File: src/rtl/wave_ctrl_if.sv
// Control/status bundle between the command path, the rate generator and the
// waveform datapath (var_clk + memory) driven by wave_ctrl.
interface wave_ctrl_if;
  logic [7:0] cmd;
  logic       cmd_valid;
  logic       sample_tick;
  logic [3:0] selector;
  logic       dp_rst;
  logic       mute;
  logic       busy;
  logic       cmd_err;
  logic       overrun;

  modport master (
    output cmd, cmd_valid, sample_tick,
    input  selector, dp_rst, mute, busy, cmd_err, overrun
  );

  modport slave (
    input  cmd, cmd_valid, sample_tick,
    output selector, dp_rst, mute, busy, cmd_err, overrun
  );
endinterface

File: src/rtl/wave_ctrl.sv
// Waveform reconfiguration sequencer: waits for a sample boundary, pulses the
// datapath reset with the new selector, then keeps the DAC muted while it settles.
module wave_ctrl #(
  parameter int unsigned RST_CYCLES   = 2,
  parameter int unsigned SETTLE_TICKS = 2,
  parameter int unsigned TICK_TIMEOUT = 1024,
  parameter logic [3:0]  MAX_SEL      = 4'd7
) (
  input logic        clk,
  input logic        rst,
  wave_ctrl_if.slave bus
);

  localparam int unsigned RCW = $clog2(RST_CYCLES + 1);
  localparam int unsigned SCW = $clog2(SETTLE_TICKS + 1);
  localparam int unsigned TCW = $clog2(TICK_TIMEOUT + 1);
  localparam logic [RCW-1:0] RST_LAST    = RCW'(RST_CYCLES - 1);
  localparam logic [SCW-1:0] SETTLE_LAST = SCW'(SETTLE_TICKS - 1);
  localparam logic [TCW-1:0] TO_LAST     = TCW'(TICK_TIMEOUT - 1);

  localparam logic [3:0] OP_SET    = 4'h0;
  localparam logic [3:0] OP_MUTE   = 4'h1;
  localparam logic [3:0] OP_UNMUTE = 4'h2;

  typedef enum logic [1:0] {IDLE, WAIT_TICK, RESET, SETTLE} state_t;

  state_t         state_q, state_d;
  logic [3:0]     sel_q, sel_d;
  logic [3:0]     target_q, target_d;
  logic [3:0]     pend_q, pend_d;
  logic           pend_valid_q, pend_valid_d;
  logic           dp_rst_q, dp_rst_d;
  logic           user_mute_q, user_mute_d;
  logic           mute_q, mute_d;
  logic           cmd_err_q, cmd_err_d;
  logic           overrun_q, overrun_d;
  logic [RCW-1:0] rst_cnt_q, rst_cnt_d;
  logic [SCW-1:0] settle_cnt_q, settle_cnt_d;
  logic [TCW-1:0] to_cnt_q, to_cnt_d;

  logic [3:0] op;
  logic [3:0] arg;
  logic       set_ok;

  assign op     = bus.cmd[3:0];
  assign arg    = bus.cmd[7:4];
  assign set_ok = bus.cmd_valid && (op == OP_SET) && (arg <= MAX_SEL);

  always_comb begin
    state_d      = state_q;
    sel_d        = sel_q;
    target_d     = target_q;
    pend_d       = pend_q;
    pend_valid_d = pend_valid_q;
    dp_rst_d     = dp_rst_q;
    user_mute_d  = user_mute_q;
    rst_cnt_d    = rst_cnt_q;
    settle_cnt_d = settle_cnt_q;
    to_cnt_d     = to_cnt_q;
    overrun_d    = 1'b0;
    cmd_err_d    = bus.cmd_valid &&
                   ((op > OP_UNMUTE) || ((op == OP_SET) && (arg > MAX_SEL)));

    if (bus.cmd_valid && (op == OP_MUTE))   user_mute_d = 1'b1;
    if (bus.cmd_valid && (op == OP_UNMUTE)) user_mute_d = 1'b0;

    case (state_q)
      IDLE: begin
        // A fresh SET outranks a pending one; the older pending request is dropped.
        if (set_ok) begin
          target_d = arg;
          state_d  = WAIT_TICK;
          to_cnt_d = '0;
          if (pend_valid_q) begin
            pend_valid_d = 1'b0;
            overrun_d    = 1'b1;
          end
        end else if (pend_valid_q) begin
          target_d     = pend_q;
          pend_valid_d = 1'b0;
          state_d      = WAIT_TICK;
          to_cnt_d     = '0;
        end
      end
      WAIT_TICK: begin
        if (bus.sample_tick || (to_cnt_q == TO_LAST)) begin
          state_d   = RESET;
          sel_d     = target_q;
          dp_rst_d  = 1'b1;
          rst_cnt_d = '0;
        end else begin
          to_cnt_d = to_cnt_q + TCW'(1);
        end
      end
      RESET: begin
        if (rst_cnt_q == RST_LAST) begin
          state_d      = SETTLE;
          dp_rst_d     = 1'b0;
          settle_cnt_d = '0;
          to_cnt_d     = '0;
        end else begin
          rst_cnt_d = rst_cnt_q + RCW'(1);
        end
      end
      SETTLE: begin
        // Timeout measures the gap since the last tick, not total settle time.
        if (bus.sample_tick) begin
          to_cnt_d = '0;
          if (settle_cnt_q == SETTLE_LAST) state_d = IDLE;
          else settle_cnt_d = settle_cnt_q + SCW'(1);
        end else if (to_cnt_q == TO_LAST) begin
          state_d = IDLE;
        end else begin
          to_cnt_d = to_cnt_q + TCW'(1);
        end
      end
      default: state_d = RESET;
    endcase

    if ((state_q != IDLE) && set_ok) begin
      pend_d       = arg;
      pend_valid_d = 1'b1;
      overrun_d    = pend_valid_q;
    end

    mute_d = user_mute_d | (state_d != IDLE);
  end

  always_ff @(posedge clk) begin
    if (rst) begin
      state_q      <= RESET;
      sel_q        <= '0;
      target_q     <= '0;
      pend_q       <= '0;
      pend_valid_q <= 1'b0;
      dp_rst_q     <= 1'b1;
      user_mute_q  <= 1'b0;
      mute_q       <= 1'b1;
      cmd_err_q    <= 1'b0;
      overrun_q    <= 1'b0;
      rst_cnt_q    <= '0;
      settle_cnt_q <= '0;
      to_cnt_q     <= '0;
    end else begin
      state_q      <= state_d;
      sel_q        <= sel_d;
      target_q     <= target_d;
      pend_q       <= pend_d;
      pend_valid_q <= pend_valid_d;
      dp_rst_q     <= dp_rst_d;
      user_mute_q  <= user_mute_d;
      mute_q       <= mute_d;
      cmd_err_q    <= cmd_err_d;
      overrun_q    <= overrun_d;
      rst_cnt_q    <= rst_cnt_d;
      settle_cnt_q <= settle_cnt_d;
      to_cnt_q     <= to_cnt_d;
    end
  end

  assign bus.selector = sel_q;
  assign bus.dp_rst   = dp_rst_q;
  assign bus.mute     = mute_q;
  assign bus.busy     = (state_q != IDLE);
  assign bus.cmd_err  = cmd_err_q;
  assign bus.overrun  = overrun_q;

endmodule

File: src/flat_wrapper.sv
// flat-port wrapper written by rule: the top's interface ports become plain ports
module wave_ctrl_flat 
#(
  parameter int unsigned RST_CYCLES   = 2,
  parameter int unsigned SETTLE_TICKS = 2,
  parameter int unsigned TICK_TIMEOUT = 1024,
  parameter logic [3:0]  MAX_SEL      = 4'd7
)
  (clk, rst, bus_cmd, bus_cmd_valid, bus_sample_tick, bus_selector, bus_dp_rst, bus_mute, bus_busy, bus_cmd_err, bus_overrun);
  wave_ctrl_if bus_i ();
  input logic clk;
  input logic rst;
  input wire logic [$bits(bus_i.cmd)-1:0] bus_cmd;
  input wire logic [$bits(bus_i.cmd_valid)-1:0] bus_cmd_valid;
  input wire logic [$bits(bus_i.sample_tick)-1:0] bus_sample_tick;
  output wire logic [$bits(bus_i.selector)-1:0] bus_selector;
  output wire logic [$bits(bus_i.dp_rst)-1:0] bus_dp_rst;
  output wire logic [$bits(bus_i.mute)-1:0] bus_mute;
  output wire logic [$bits(bus_i.busy)-1:0] bus_busy;
  output wire logic [$bits(bus_i.cmd_err)-1:0] bus_cmd_err;
  output wire logic [$bits(bus_i.overrun)-1:0] bus_overrun;
  assign bus_i.cmd = bus_cmd;
  assign bus_i.cmd_valid = bus_cmd_valid;
  assign bus_i.sample_tick = bus_sample_tick;
  assign bus_selector = bus_i.selector;
  assign bus_dp_rst = bus_i.dp_rst;
  assign bus_mute = bus_i.mute;
  assign bus_busy = bus_i.busy;
  assign bus_cmd_err = bus_i.cmd_err;
  assign bus_overrun = bus_i.overrun;
  wave_ctrl #(.RST_CYCLES(RST_CYCLES), .SETTLE_TICKS(SETTLE_TICKS), .TICK_TIMEOUT(TICK_TIMEOUT), .MAX_SEL(MAX_SEL)) u_core (.clk(clk), .rst(rst), .bus(bus_i));
endmodule
File: config.mk
export PLATFORM = sky130hd
export DESIGN_NAME = wave_ctrl_flat
export DESIGN_NICKNAME = d
export VERILOG_FILES = /design/src/rtl/wave_ctrl_if.sv /design/src/rtl/wave_ctrl.sv /design/src/flat_wrapper.sv
export SDC_FILE = /design/constraint.sdc
export NUM_CORES = 1
export LEC_CHECK = 0
export ABC_CLOCK_PERIOD_IN_PS = 6500
export CAP_MARGIN = 20
export CELL_PAD_IN_SITES_DETAIL_PLACEMENT = 1
export CELL_PAD_IN_SITES_GLOBAL_PLACEMENT = 1
export CORE_ASPECT_RATIO = 1.2
export CORE_UTILIZATION = 44
export CTS_CLUSTER_DIAMETER = 200
export DETAILED_ROUTE_END_ITERATION = 10
export PLACE_DENSITY = 0.9
export SLEW_MARGIN = 20
export SYNTH_ARGS = -nofsm -noshare
export SYNTH_HDL_FRONTEND = slang
export SYNTH_SLANG_ARGS = --single-unit
File: constraint.sdc
create_clock -name clk -period 6.5 [get_ports clk]
set_clock_uncertainty 0.2 [all_clocks]
set_input_delay 0.975 -clock clk [delete_from_list [all_inputs] [get_ports clk]]
set_output_delay 0.975 -clock clk [all_outputs]
set_load 0.05 [all_outputs]
After elaboration in Yosys (flattened, before gate mapping)
Index checks and enable logic that the tools add are counted.

word-level totals
  register bits = 35
  input port bits = 12
  output and inout port bits = 9
  logic and storage cells = 94

cells by class
  add/sub/neg operators = 3
  order comparisons = 3
  eq/ne operators = 16
  mux-type cells = 35
  bitwise logic cells = 1
  reduce and logical (&&, ||, !) cells = 23

operators by type and width
  kind                                                                              number
  11-bit 2-to-1 mux                                                                 6
  11-bit one-hot mux with 4 select lines                                            1
  2-bit 2-to-1 mux                                                                  12
  2-bit nonzero test                                                                6
  11-bit by 1-bit adder with 11-bit output (second input constant)                  1
  11-bit by 10-bit == test with 1-bit output (second input constant)                1
  1-bit 2-to-1 mux                                                                  10
  4-bit 2-to-1 mux                                                                  2
  2-bit != test (second input constant)                                             4
  2-bit one-hot mux with 2 select lines                                             2
  2-bit one-hot mux with 4 select lines                                             1
  4-bit AND reduction                                                               2
  1-bit logical AND                                                                 7
  2-bit by 1-bit == test with 1-bit output (second input constant)                  3
  3-bit AND reduction                                                               2
  2-bit by 1-bit adder with 2-bit output (second input constant)                    2
  2-bit == test (second input constant)                                             2
  4-bit by 1-bit == test with 1-bit output (second input constant)                  1
  4-bit by 2-bit == test with 1-bit output (second input constant)                  1
  4-bit by 2-bit greater-than comparator with 1-bit output (second input constant)  1
  4-bit by 3-bit greater-than comparator with 1-bit output (second input constant)  1
  4-bit by 3-bit <= comparator with 1-bit output (second input constant)            1
  4-bit logical NOT                                                                 1
  2-bit by 1-bit != test with 1-bit output (second input constant)                  2
  7 further kinds                                                                   9

Logic depth before layout (Yosys ltp)
  word-level depth = 7
  gate-level depth with buffers = 8
  gate-level depth less buffers = 7

Worst setup path before layout
No wires, ideal clock.

  kind = input-to-reg
  start point = input port bus_cmd[7]
  end point = register u_core.to_cnt_q[7]
  library setup time = 0.070 ns
  arrival time = 2.440 ns
  setup slack = 3.790 ns
  stages = 6
  path buffers = 1
  path through = or3_1 > o21ai_4 > o211ai_4 > buf_6 > or4_1 > a21oi_1

between the ends
  longest elaborated chain between the ends = 4
  elaborated cells on any way between the ends = 6

ends and longest elaborated chain
  element                                                                                         line                text
  from (decl)                                                                                     flat_wrapper.sv:13  input wire logic [$bits(bus_i.cmd)-1:0] bus_cmd;
  4-bit by 3-bit <= comparator with 1-bit output *                                                wave_ctrl.sv:47     assign set_ok = bus.cmd_valid && (op == OP_SET) && (arg <= MAX_SEL);
  1-bit logical AND *                                                                             wave_ctrl.sv:47
  3-bit by 1-bit != test with 1-bit output (no source line) or 11-bit 2-to-1 mux (tied branches)  --
  4-bit AND reduction (no source line) or 11-bit one-hot mux with 4 select lines (tied branches)  --
  to (signal assigned)                                                                            wave_ctrl.sv:157    to_cnt_q <= to_cnt_d;
  to (decl)                                                                                       wave_ctrl.sv:39     logic [TCW-1:0] to_cnt_q, to_cnt_d;

Mark *: on every way between the ends. The rest lies on a longest branch, timed or not.
A chain may end at the register's enable or synchronous reset.

Final worst setup path
  start point = register u_core.state_q[0]
  end point = output port bus_busy

between the ends
  longest elaborated chain between the ends = 1

ends and longest elaborated chain
  element                 line                text
  from (decl)             wave_ctrl.sv:27     state_t state_q, state_d;
  from (signal assigned)  wave_ctrl.sv:145    state_q <= state_d;
  2-bit nonzero test      wave_ctrl.sv:164    assign bus.busy = (state_q != IDLE);
  to (decl)               flat_wrapper.sv:19  output wire logic [$bits(bus_i.busy)-1:0] bus_busy;

Every way passes these cells.

==> out/results.tsv <==
stage	metric	value	unit
cts	clk_latency	0.30	ns
timing	whs	0.250	ns
synthesis	yosys.area.top_type_share	40.1	%
timing	period_minus_slack	3.21	ns
worst_setup_path	path_class	flop to output pin	
place	place_ws	3.12	ns
synthesis	synth-async-reset-ratio	0	%
synthesis	syn_nets	222	
cts	htree_num_levels	2	
worst_setup_path	rr_startpoint	u_core.state_q[0]	
cells_and_area	area_growth	18.4	%
flow_run	maxCapViolCount	0	
route	drt-total-wl	4070	µm
route	drc	0	
die	core_area	0.00372	mm²
cells_and_area	final_cells	275	
die	initial_core_util	46.9	%
timing	final.setup.tns	0	ns
route	firstDrtPassIters	4	
place	placed_area	0.00197	mm²
synthesis	synth_area_per_cell	8.60	µm²
worst_setup_path	crit_top_cell	inv_1	
worst_setup_path	r2r-end	u_core.bus.mute	
synthesis	yosys.area.top_type	dfxtp_1	
power	p_leak	0.754	nW
cts	post_cts_buffers	0	
power	vdd_drop_max	0.155	mV
timing	fmax	311	MHz
cells_and_area	fill_cells	464	
timing	timing.final.crit_share	49.5	%
global_route	grt_pass1_wl	7070	µm
cts	clk_pin_slew	0.08	ns
cts	clockBufferDepth	2	
cts	root_buffer	clkbuf_8	
worst_setup_path	slowest_stage	clkdlybuf4s50_1	
worst_setup_path	r2r_cells	7	
cells_and_area	final_common_cell	dfxtp_1	
cts	cts_resized	0	
worst_setup_path	arrival	2.04	ns
synthesis	netlist_area	0.00175	mm²
place	placedCellCount	267	
cells_and_area	drive_above_1_share	8.07	%
cells_and_area	diodes	0	
synthesis	ys.flop_type	dfxtp_1	
cts	numCtsBuffers	5	
place	hpwl	2970	µm
die	die_y	71.0	µm
cells_and_area	final_cell_mix	35 x dfxtp_1, 24 x nor2_1, 20 x clkdlybuf4s50_1	
die	row_count	24	
route	viasPerCell	5.61	
worst_setup_path	required	5.32	ns
route	antenna_left	0	
die	dieArea	0.00422	mm²
place	place.gp.congestion	0.828	
worst_setup_path	cp_top_family	buffers and inverters	
timing	worst_slack	3.29	ns
power	powerDensity	312	mW/mm²
timing	hold_viol	0	
synthesis	synth-seq-area-share	40.1	%
route	post_drt_wl_per_cell	14.8	µm
timing	rsz0062_at_grt	no	
min_path	hold_depth	1	
synthesis	yosysUniqueCellTypes	52	
worst_setup_path	crit_buf_inv	3	
cells_and_area	nets	241	
worst_setup_path	end_kind	output pin	
route	drt-initial-drc-count	57	
global_route	track_usage	22.1	%
timing	tightest_slew	1.02	ns
die	die_w	59.5	µm
route	vias	1543	
cells_and_area	design_area	0.00207	mm²
worst_setup_path	cp_slowest_stage_delay	0.81	ns
worst_setup_path	critPathMaxFanout	12	
global_route	grt-ovfl-total	0	
die	ios	21	
min_path	min_from	u_core.to_cnt_q[10]	
synthesis	ys_warn_count	0	
global_route	grt_pass1_vias	1601	
synthesis	synth_area_leaders	dfxtp_1 40%, nor2_1 5.2%, ha_1 5.0%	
worst_setup_path	cp-start-kind	flop	
cts	cts_tree	done	
global_route	grt_antenna_before_repair	0	
worst_setup_path	crit_chain	inv_1 > ha_1 > inv_1 > clkdlybuf4s50_1	
timing	drv_slew	0	
cts	clock_sinks	35	
global_route	grt_max_degree	29	
timing	slew_headroom	32.1	%
synthesis	syn_inst	203	
cts	holdBufCountCts	0	
min_path	hold_class	flop to flop	
place	io_buffers	20	
status	status	complete, no violations	
synthesis	synth_seq_cells	35	
worst_setup_path	r2r_setup_slack	4.10	ns
timing	setup_viol	0	
min_path	holdPathEnd	u_core.to_cnt_q[10]	
synthesis	synth_edf_count	0	
cells in the mapped netlist, drive strengths merged, types with 2 or more instances:
| cell | count |
|---|---|
| o21a | 2 |
| a21oi | 14 |
| nor3 | 4 |
| buf | 3 |
| nand3 | 5 |
| inv | 11 |
| nor2 | 24 |
| dfxtp | 35 |
| nor2b | 4 |
| or4 | 3 |
| nor3b | 2 |
| o21ai | 17 |
| a31oi | 3 |
| o31ai | 3 |
| or3b | 2 |
| nand2 | 18 |
| or3 | 6 |
| clkbuf | 5 |
| a311oi | 4 |
| a32o | 2 |
| mux2i | 5 |
| ha | 7 |
how the worst max path moves through the flow:
stage	from	endpoint	slack, ns	cells past startpoint
6_report	u_core.state_q[0]	bus_busy	3.29	4
5_1_grt	u_core.state_q[0]	bus_busy	3.17	4
4_1_cts	u_core.state_q[0]	bus_busy	3.26	4
3_5_place_dp	bus_cmd_valid	u_core.bus.mute	3.12	6
3_3_place_gp	bus_cmd_valid	u_core.bus.mute	3.25	6
2_1_floorplan	bus_cmd[7]	u_core.to_cnt_q[7]	3.79	6
report_power, final:
group          switching [mW]  total [mW]  internal, mW  leakage, nW
combinational           0.149       0.237        0.0881        0.426
sequential             0.0122       0.242         0.230        0.283
clock                  0.0890       0.166        0.0766       0.0443
total                   0.250       0.645         0.395        0.754
layout make-up:
type	instances	area (µm²)	share of cell area, %
clock inverters	3	25.0	1.21
multi-input cells	149	965	46.7
clock buffers	5	68.8	3.33
inverters	11	41.3	2.00
repair buffers	20	200	9.69
flip-flops and latches	35	701	33.9
well taps	52	65.1	3.15
routing by layer:
metal / wire length (µm) / GRT usage, %
met3: 111 / 5.30
met5: 0 / 0
met1: 1750 / 24.0
met4: 97 / 11.6
met2: 2110 / 38.8
cell families after synthesis:
kind of cell,Yosys count,share of synthesized area (%)
flops,35,40.1
fa+ha+maj,7,5.02
simple gates,79,23.4
xor+xnor,1,0.502
compound gates,57,23.5
mux,5,2.87
buf+inv,19,4.59
worst register-to-register path, stage by stage (launching register included):
cell and delay, ns:
dfxtp_1 0.37, inv_1 0.09, ha_1 0.34, nor2b_1 0.23, o21a_1 0.13, a2111oi_0 0.34
o21ai_0 0.18, or3b_1 0.40
sequential cells by signal (all words and copies together), names as in the netlist:
register and cells:
u_core.bus.cmd_err 1, u_core.bus.dp_rst 1, u_core.bus.mute 1, u_core.bus.overrun 1, u_core.bus.selector 4, u_core.pend_q 4
u_core.pend_valid_q 1, u_core.rst_cnt_q 2, u_core.settle_cnt_q 2, u_core.state_q 2, u_core.target_q 4, u_core.to_cnt_q 11
u_core.user_mute_q 1
stage by stage:
| step | total power, mW | util [%] |
|---|---|---|
| 5_1_grt | 0.685 | 55.5 |
| 6_report | 0.645 | 55.5 |
| 4_1_cts | 0.648 | 55.5 |
| 3_3_place_gp | 0.473 | 53.0 |
| 2_1_floorplan | 0.431 | - |
| 3_5_place_dp | 0.482 | 53.0 |
Power figures use the tool's default switching activity.
==> variant (same settings) <==
`SETTLE_TICKS` is set to 2 in 2 places; all go to 1.
--- a/src/rtl/wave_ctrl.sv
+++ b/src/rtl/wave_ctrl.sv
@@ -3,5 +3,5 @@
 module wave_ctrl #(
   parameter int unsigned RST_CYCLES   = 2,
-  parameter int unsigned SETTLE_TICKS = 2,
+  parameter int unsigned SETTLE_TICKS = 1,
   parameter int unsigned TICK_TIMEOUT = 1024,
   parameter logic [3:0]  MAX_SEL      = 4'd7
--- a/src/flat_wrapper.sv
+++ b/src/flat_wrapper.sv
@@ -3,5 +3,5 @@
 #(
   parameter int unsigned RST_CYCLES   = 2,
-  parameter int unsigned SETTLE_TICKS = 2,
+  parameter int unsigned SETTLE_TICKS = 1,
   parameter int unsigned TICK_TIMEOUT = 1024,
   parameter logic [3:0]  MAX_SEL      = 4'd7
Formal check against the unedited RTL: not equivalent (a bounded check fails within 4 cycles, from zero or initial values and one cycle with rst high).
==> variant against the original RTL <==
Highest routed layer unchanged. Routed wire length rose by 11%. Largest cell class unchanged. Largest power group unchanged. Total power decreased by 9.9%. Core utilization decreased by 0.42 points. Sequential cell count is 2 lower. Cell area shrank 3.1%. Synthesized cell count decreased by 3.9%. Worst setup slack worse by 0.084 ns. Critical endpoint unchanged. Synthesized area fell by 4.3%. Final cell count is 2.2% lower. Count of clock-buffer cells in the layout unchanged. First-iteration DRC count fell by 11%.
==> variant: results (changes against the original RTL) <==
| Metric | Value |
|---|---|
| DR WL met3 | 169 µm (+52%) |
| Synth Area in Adders | 0.04494 (-0.005235) |
| Max Clock Freq | 0.3032 GHz (-2.5%) |
| Crit path DAT | 2.12 ns (+0.08 ns) |
| Crit Path Max Fanout | 10 (-2) |
| Post-synth cell types | 43 (-17%) |
| Met2 Wirelength | 2.349 mm (+11%) |
| Syn Nets | 213 (-4.1%) |
| Final hold slack | 0.2616 ns (+0.01125 ns) |
| Largest net degree at the start of global routing | 26 (-10%) |
| Switching share of power | 0.3846 (-0.002912) |
| Setup WS pre-CTS | 3.226 ns (+0.1090 ns) |
| DR iter-0 viols | 51 (-11%) |
| Mux share of post-synthesis cell area | 0.02397 (-0.004704) |
| Mapped Cells | 195 (-3.9%) |
| Status | finished, final reports clean |
| Sequential-to-total area share from yosys stat | 0.3955 (-0.005928) |
| Post-synthesis compound-gate area fraction | 0.2262 (-0.008908) |
| Met1 GRT Util | 0.2773 (+0.03721) |
| Dpl hpwl | 3.382 mm (+14%) |
| GR Util met3 | 0.05037 (-0.002643) |
| LEAKAGE | 0.6755 nW (-10%) |
| GRT Total Usage | 0.2547 (+0.03321) |
| Routed wire length | 4.520 mm (+11%) |
| Fin nets | 234 (-2.9%) |
| Worst Tran Pin Value | 0.9089 ns (-0.1068 ns) |
| Synth Area in XOR/XNOR | 0 (-0.005018) |
-- variant: power groups by stage --
stage	combinational, mW	clock, mW	sequential, mW
after detailed placement	0.187	0	0.234
after global placement	0.172	0	0.232
after floorplan	0.116	0	0.244
final	0.190	0.162	0.230
after CTS	0.189	0.164	0.229
after global routing	0.205	0.171	0.231
-- variant: worst paths after layout --
path                      startpoint                      to  cells past startpoint
hold / removal    u_core.target_q[1]  u_core.bus.selector[1]                      2
setup reg to reg  u_core.to_cnt_q[0]      u_core.to_cnt_q[0]                      6
setup / recovery   u_core.state_q[1]                bus_busy                      4
hold reg to reg   u_core.target_q[1]  u_core.bus.selector[1]                      2
-- variant: layout make-up --
cell class                 count  area, µm²
fill                         428       1633
multi-input combinational    146      945.9
tap                           52      65.06
clock inverter                 3      22.52
timing repair buffer          20      200.2
sequential                    33      660.6
inverter                      10      37.54
clock buffer                   5      68.82
-- variant: tightest hold or removal path, cell delays in order, from the launching register on --
cell,delay [ns]
dfxtp_1,0.32
nand2_1,0.05
a21oi_1,0.05
